## src/rtl/vga_timing_pkg.sv

```systemverilog
`default_nettype none
// ============================================================================
//  Module   : vga_timing_pkg
//  Purpose  : Shared 640x480 @ 60 Hz timing constants, derived totals and
//             sync windows, vertical phase encoding and a window helper.
//  Revision : 1.0 - initial release
// ============================================================================
package vga_timing_pkg;

    // 640x480 @ 60 Hz, 25 MHz pixel clock
    localparam int unsigned DEF_H_VISIBLE = 640;
    localparam int unsigned DEF_H_FRONT   = 16;
    localparam int unsigned DEF_H_SYNC    = 96;
    localparam int unsigned DEF_H_BACK    = 48;
    localparam int unsigned DEF_V_VISIBLE = 480;
    localparam int unsigned DEF_V_FRONT   = 10;
    localparam int unsigned DEF_V_SYNC    = 2;
    localparam int unsigned DEF_V_BACK    = 33;

    // Derived frame geometry (800 x 525 for the default mode)
    localparam int unsigned H_TOTAL = DEF_H_VISIBLE + DEF_H_FRONT + DEF_H_SYNC + DEF_H_BACK;
    localparam int unsigned V_TOTAL = DEF_V_VISIBLE + DEF_V_FRONT + DEF_V_SYNC + DEF_V_BACK;

    // Inclusive sync windows
    localparam int unsigned H_SYNC_START = DEF_H_VISIBLE + DEF_H_FRONT;
    localparam int unsigned H_SYNC_END   = DEF_H_VISIBLE + DEF_H_FRONT + DEF_H_SYNC - 1;
    localparam int unsigned V_SYNC_START = DEF_V_VISIBLE + DEF_V_FRONT;
    localparam int unsigned V_SYNC_END   = DEF_V_VISIBLE + DEF_V_FRONT + DEF_V_SYNC - 1;

    // Vertical phase of the current line
    typedef enum logic [1:0] {
        V_VIS  = 2'd0,
        V_FP   = 2'd1,
        V_SYNC = 2'd2,
        V_BP   = 2'd3
    } v_phase_t;

    // Unsigned inclusive range test
    function automatic logic in_window(input logic [15:0] value,
                                       input logic [15:0] lo,
                                       input logic [15:0] hi);
        return (value >= lo) && (value <= hi);
    endfunction

endpackage
`default_nettype wire

```

## src/rtl/vga_v_phase_fsm.sv

```systemverilog
`default_nettype none
// ============================================================================
//  Module   : vga_v_phase_fsm
//  Purpose  : Vertical phase state machine (visible / front porch / sync /
//             back porch) with line-in-phase counter and absolute line count.
//             Exposes next-state values so the top can register outputs that
//             reflect the line as updated on the same edge.
//  Revision : 1.0 - initial release
// ============================================================================
module vga_v_phase_fsm
    import vga_timing_pkg::*;
#(
    parameter int unsigned V_VISIBLE = DEF_V_VISIBLE,
    parameter int unsigned V_FRONT   = DEF_V_FRONT,
    parameter int unsigned V_SYNC    = DEF_V_SYNC,
    parameter int unsigned V_BACK    = DEF_V_BACK
) (
    input  logic        clk_i,
    input  logic        rst_ni,
    input  logic        adv_i,
    output v_phase_t    phase_d_o,
    output logic [15:0] line_q_o,
    output logic [9:0]  row_d_o,
    output logic        wrap_o
);

    localparam logic [15:0] c_VIS_LAST   = 16'(V_VISIBLE - 1);
    localparam logic [15:0] c_FP_LAST    = 16'(V_FRONT - 1);
    localparam logic [15:0] c_SYNC_LAST  = 16'(V_SYNC - 1);
    localparam logic [15:0] c_BP_LAST    = 16'(V_BACK - 1);
    localparam logic [15:0] c_FRAME_LAST = 16'(V_VISIBLE + V_FRONT + V_SYNC + V_BACK - 1);

    v_phase_t    phase_q, phase_d;
    logic [15:0] lip_q, lip_d;
    logic [15:0] line_q, line_d;
    logic [15:0] phase_last;
    logic        wrap;

    // Next phase, line-in-phase and absolute line; only moves on an advance pulse
    always_comb begin
        phase_d    = phase_q;
        lip_d      = lip_q;
        line_d     = line_q;
        wrap       = 1'b0;
        phase_last = c_VIS_LAST;
        case (phase_q)
            V_VIS:                  phase_last = c_VIS_LAST;
            V_FP:                   phase_last = c_FP_LAST;
            vga_timing_pkg::V_SYNC: phase_last = c_SYNC_LAST;
            V_BP:                   phase_last = c_BP_LAST;
            default:                phase_last = c_VIS_LAST;
        endcase
        if (adv_i) begin
            if (lip_q == phase_last) begin
                lip_d = '0;
                case (phase_q)
                    V_VIS:                  phase_d = V_FP;
                    V_FP:                   phase_d = vga_timing_pkg::V_SYNC;
                    vga_timing_pkg::V_SYNC: phase_d = V_BP;
                    V_BP:                   phase_d = V_VIS;
                    default:                phase_d = V_VIS;
                endcase
            end else begin
                lip_d = lip_q + 16'd1;
            end
            if (line_q == c_FRAME_LAST) begin
                line_d = '0;
                wrap   = 1'b1;
            end else begin
                line_d = line_q + 16'd1;
            end
        end
    end

    // Vertical state registers
    always_ff @(posedge clk_i or negedge rst_ni) begin
        if (!rst_ni) begin
            phase_q <= V_VIS;
            lip_q   <= '0;
            line_q  <= '0;
        end else begin
            phase_q <= phase_d;
            lip_q   <= lip_d;
            line_q  <= line_d;
        end
    end

    assign phase_d_o = phase_d;
    assign line_q_o  = line_q;
    assign row_d_o   = line_d[9:0];
    assign wrap_o    = wrap;

endmodule
`default_nettype wire

```

## src/rtl/vga_sync_generator.sv

```systemverilog
`default_nettype none
// ============================================================================
//  Module   : vga_sync_generator
//  Purpose  : Vertical line tracking plus registered VGA sync, blanking,
//             pixel-coordinate and frame-start outputs, driven by an external
//             horizontal counter and its line-advance pulse.
//  Options  : VGA_TIMING_CHECK_EN - enables the sticky timing_err monitor;
//             when undefined timing_err is tied low.
//  Revision : 1.0 - initial release
// ============================================================================
module vga_sync_generator
    import vga_timing_pkg::*;
#(
    parameter int unsigned H_VISIBLE = DEF_H_VISIBLE,
    parameter int unsigned H_FRONT   = DEF_H_FRONT,
    parameter int unsigned H_SYNC    = DEF_H_SYNC,
    parameter int unsigned H_BACK    = DEF_H_BACK,
    parameter int unsigned V_VISIBLE = DEF_V_VISIBLE,
    parameter int unsigned V_FRONT   = DEF_V_FRONT,
    parameter int unsigned V_SYNC    = DEF_V_SYNC,
    parameter int unsigned V_BACK    = DEF_V_BACK,
    parameter bit          SYNC_POL  = 1'b0
) (
    input  logic        clk_25MHz,
    input  logic        rst_n,
    input  logic        enable_V_counter,
    input  logic [15:0] H_Count_Value,
    output logic [15:0] V_Count_Value,
    output logic        h_sync,
    output logic        v_sync,
    output logic        video_on,
    output logic [9:0]  pixel_x,
    output logic [9:0]  pixel_y,
    output logic        frame_start,
    output logic        timing_err
);

    localparam logic [15:0] c_H_VISIBLE = 16'(H_VISIBLE);
    localparam logic [15:0] c_H_TOTAL   = 16'(H_VISIBLE + H_FRONT + H_SYNC + H_BACK);
    localparam logic [15:0] c_HS_START  = 16'(H_VISIBLE + H_FRONT);
    localparam logic [15:0] c_HS_END    = 16'(H_VISIBLE + H_FRONT + H_SYNC - 1);

    v_phase_t    phase_d;
    logic [9:0]  row_d;
    logic        wrap;

    logic        h_sync_q, h_sync_d;
    logic        v_sync_q, v_sync_d;
    logic        video_on_q, video_on_d;
    logic [9:0]  pixel_x_q, pixel_x_d;
    logic [9:0]  pixel_y_q, pixel_y_d;
    logic        frame_start_q;

    vga_v_phase_fsm #(
        .V_VISIBLE (V_VISIBLE),
        .V_FRONT   (V_FRONT),
        .V_SYNC    (V_SYNC),
        .V_BACK    (V_BACK)
    ) u_v_fsm (
        .clk_i     (clk_25MHz),
        .rst_ni    (rst_n),
        .adv_i     (enable_V_counter),
        .phase_d_o (phase_d),
        .line_q_o  (V_Count_Value),
        .row_d_o   (row_d),
        .wrap_o    (wrap)
    );

    // Output decode from this cycle's H and the vertical state being loaded now,
    // so the first pixel of a line already carries the new line number
    always_comb begin
        video_on_d = (H_Count_Value < c_H_VISIBLE) && (phase_d == V_VIS);
        h_sync_d   = (in_window(H_Count_Value, c_HS_START, c_HS_END) &&
                      (H_Count_Value < c_H_TOTAL)) ? SYNC_POL : ~SYNC_POL;
        v_sync_d   = (phase_d == vga_timing_pkg::V_SYNC) ? SYNC_POL : ~SYNC_POL;
        pixel_x_d  = video_on_d ? H_Count_Value[9:0] : 10'd0;
        pixel_y_d  = video_on_d ? row_d : 10'd0;
    end

    // Registered outputs
    always_ff @(posedge clk_25MHz or negedge rst_n) begin
        if (!rst_n) begin
            h_sync_q      <= ~SYNC_POL;
            v_sync_q      <= ~SYNC_POL;
            video_on_q    <= 1'b0;
            pixel_x_q     <= '0;
            pixel_y_q     <= '0;
            frame_start_q <= 1'b0;
        end else begin
            h_sync_q      <= h_sync_d;
            v_sync_q      <= v_sync_d;
            video_on_q    <= video_on_d;
            pixel_x_q     <= pixel_x_d;
            pixel_y_q     <= pixel_y_d;
            frame_start_q <= wrap;
        end
    end

    assign h_sync      = h_sync_q;
    assign v_sync      = v_sync_q;
    assign video_on    = video_on_q;
    assign pixel_x     = pixel_x_q;
    assign pixel_y     = pixel_y_q;
    assign frame_start = frame_start_q;

`ifdef VGA_TIMING_CHECK_EN
    logic timing_err_q, timing_err_d;

    // Sticky flag: line advance off H=0, or H beyond the line length
    always_comb begin
        timing_err_d = timing_err_q
                     | (enable_V_counter && (H_Count_Value != 16'd0))
                     | (H_Count_Value >= c_H_TOTAL);
    end

    // Error flag register, cleared only by reset
    always_ff @(posedge clk_25MHz or negedge rst_n) begin
        if (!rst_n) begin
            timing_err_q <= 1'b0;
        end else begin
            timing_err_q <= timing_err_d;
        end
    end

    assign timing_err = timing_err_q;
`else
    assign timing_err = 1'b0;
`endif

endmodule
`default_nettype wire

```

## config.mk

```make
export PLATFORM = sky130hd
export DESIGN_NAME = vga_sync_generator
export DESIGN_NICKNAME = d
export VERILOG_FILES = /design/src/rtl/vga_timing_pkg.sv /design/src/rtl/vga_v_phase_fsm.sv /design/src/rtl/vga_sync_generator.sv
export SDC_FILE = /design/constraint.sdc
export NUM_CORES = 1
export LEC_CHECK = 0
export ABC_AREA = 1
export CAP_MARGIN = 20
export CELL_PAD_IN_SITES_DETAIL_PLACEMENT = 0
export CELL_PAD_IN_SITES_GLOBAL_PLACEMENT = 1
export CORE_MARGIN = 8
export CORE_UTILIZATION = 38
export DETAILED_ROUTE_END_ITERATION = 6
export HOLD_SLACK_MARGIN = 0.06
export PLACE_DENSITY = 0.82
export SYNTH_ARGS = -nofsm -noshare
export SYNTH_HDL_FRONTEND = slang
export SYNTH_SLANG_ARGS = --single-unit
export TNS_END_PERCENT = 30
```

## constraint.sdc

```tcl
create_clock -name clk_25MHz -period 2.6 [get_ports clk_25MHz]
set_clock_uncertainty 0.15 [all_clocks]
set_input_delay 0.26 -clock clk_25MHz [delete_from_list [all_inputs] [get_ports clk_25MHz]]
set_output_delay 0.26 -clock clk_25MHz [all_outputs]
set_load 0.02 [all_outputs]
```

==> results.json <==
{
  "grt_usage_pct": 13.8,
  "grt_first_pass_wirelength_um": 12600,
  "grt-ovfl-total": 0,
  "dieArea_um2": 11200,
  "finalSetupTns_ps": 0,
  "rrSetupSlack_ps": 260,
  "drv_cap": 0,
  "ioPinCount": 60,
  "worstPathRequired_ps": 2710,
  "final_antenna_net_count": 0,
  "hold_class": "primary input to flop",
  "setup.worst_path.class": "flop to flop",
  "drc": 0,
  "cts_inserted_buffers": 9,
  "grt_max_degree": 59,
  "worst_pin_slew_ps": 736,
  "grt_pass1_vias": 2600,
  "synthCells": 363,
  "cts_buffer_depth": 2,
  "yosysTopAreaCell": "dfrtp_1",
  "endpoint_kind": "flop",
  "clk_latency_ps": 350,
  "slew-limit-headroom_pct": 50.9,
  "synth_area_per_cell_um2": 8.49,
  "ir_worst_vdd_v": 0.000499,
  "syn_to_final_growth_pct": 29.4,
  "yosysUniqueCellTypes": 29,
  "htreeDepth": 3,
  "drt_iter0_drc": 97,
  "firstDrtPassIters": 4,
  "rsz0062_at_grt": "false",
  "final_cell_area_um2": 3990,
  "ys_ff_latch": 58,
  "io_buffers": 58,
  "coreArea_um2": 8050,
  "path_clk_slew_ps": 70,
  "syn_nets": 388,
  "ys.warnings.count": 0,
  "post_cts_buffers": 0,
  "cts_tree": "yes",
  "worstPathArrival_ps": 2450,
  "die_x_um": 106,
  "routed_wl_um": 7310,
  "synth_top_area_share_pct": 45.5,
  "period_share_pct": 89.9,
  "drive_gt1_share_pct": 13.4,
  "min_period_ps": 2340,
  "dpl-instance-area_um2": 3750,
  "place_congestion": 0.879,
  "powerDensity_nw_per_um2": 751,
  "initial_core_util_pct": 38.3,
  "hpwl_um": 5380,
  "synthesis.area_um2": 3080,
  "synth-seq-area-share_pct": 47.2,
  "cts-root-buf": "clkbuf_8",
  "die_h_um": 106,
  "status": "finished clean",
  "slew_violations": 0,
  "post_drt_via_cell_ratio": 4.69,
  "synth_area_leaders": "dfrtp_1 (45%), inv_1 (8.8%), nand2_1 (7.4%)",
  "fmax_mhz": 428,
  "layout.nets": 453,
  "num_vias": 2524,
  "clock_sinks": 58,
  "antenna_found_initial": 0,
  "cp-start-kind": "flop",
  "p_leak_uw": 0.00200,
  "cp_max_fo": 15,
  "final-hold-violation-count": 0,
  "diodes": 0,
  "num_rows": 33,
  "setup_viol": 0,
  "wl_per_cell_um": 13.6
}
[layer usage]
metal | track usage, % | up-vias | wire (µm)
li1 | - | 1260 | -
met1 | 15.8 | 1196 | 3090
met2 | 23.7 | 51 | 3750
met3 | 4.17 | 17 | 351
met4 | 5.13 | 0 | 120
met5 | 0 | - | 0
[registers in the layout (all words and copies together), names as in the netlist]
register          cells
u_v_fsm.line_q_o     16
u_v_fsm.lip_q        16
pixel_x              10
pixel_y              10
u_v_fsm.phase_q       2
frame_start           1
h_sync                1
v_sync                1
video_on              1
[Yosys cell counts]
library cell   n
nand3_2        1
xor2_1        15
nor3_1        13
nand2_2        6
buf_6          5
a31oi_1        1
nor2_1        32
buf_4          2
conb_1         1
dfstp_2        2
ha_1           6
o21ai_0        9
nand2_1       61
clkbuf_1       1
nor2_2         2
nor3_2        20
nor2_4         1
inv_6          1
xnor2_1        3
inv_1         72
a21oi_1        3
nand3_4        1
nand4_1       12
nor4_1         1
or2_2          1
nand3_1       33
dfrtp_1       56
nand2_4        1
inv_2          1
[path summary, 6_finish.rpt]
check,start,endpoint,cells after the start
setup / recovery,u_v_fsm.phase_q[1],pixel_x[5],13
hold / removal,H_Count_Value[2],pixel_x[2],3
setup reg to reg,u_v_fsm.phase_q[1],pixel_x[5],13
hold reg to reg,u_v_fsm.lip_q[11],u_v_fsm.lip_q[11],1
max in group asynchronous,rst_n,u_v_fsm.line_q_o[1],3
min in group asynchronous,rst_n,u_v_fsm.line_q_o[14],3
[layout make-up]
cell class / instances / area, µm²
inverters: 74 / 283
clock buffers: 9 / 124
fillers: 764 / 4060
repair buffers: 62 / 621
multi-input cells: 223 / 1270
clock inverters: 7 / 103
flip-flops and latches: 58 / 1450
well taps: 105 / 131
[cell families (layout without fill, tap and decap cells)]
family	Yosys count	count (layout)	synth area share, %
compound gates	13	13	2.15
xor+xnor	18	18	5.12
fa+ha+maj	6	6	2.44
buf+inv	82	152	11.6
flops	58	58	47.2
other cells	1	1	0.122
simple gates	185	185	31.4
[report_power, final]
group,total (µW),switching (µW),leakage [µW],internal [µW]
sequential,1230,192,0.000713,1030
clock,950,403,0.000110,547
combinational,819,498,0.00118,321
[cell usage in the layout (no fill, tap or decap), drive strengths merged, types with 4 or more instances in the layout]
master          n
clkdlybuf4s50  57
clkbuf          9
inv            75
xor2           15
nand4          12
o21ai           9
ha              6
nand2          68
nor3           33
buf             4
nand3          35
nor2           35
dfrtp          56
[critical path, stage by stage (launching register included)]
cell     delay, ps
dfrtp_1        430
inv_1          100
ha_2           290
inv_6           50
nand2_2         70
nand2_2         50
nor2_2         100
nand2_2         60
nor2_4         120
nand3_4        160
nand2_2        120
nand3_2        200
buf_12         240
nor3_2         110
[through the flow]
step / utilization (%) / power (µW) / setup WS (ps) / hold WS, ps / instances
final: 49.5 / 2990 / 262 / 293 / 538
after floorplan: - / 1730 / 623 / -186 / 363
after global routing: 49.5 / 3200 / 36.1 / 297 / 538
after detailed placement: 46.6 / 2060 / 199 / 316 / 521
after CTS: 49.5 / 3030 / 157 / 276 / 538
after global placement: 46.6 / 2050 / 268 / 305 / 521
[timing repair]
action,in CTS,in global routing
setup endpoints to repair,0,14
hold buffers,1,0
gates resized for setup,0,1
endpoints found under the hold margin,56,0
(Power assumes the default switching activity.)
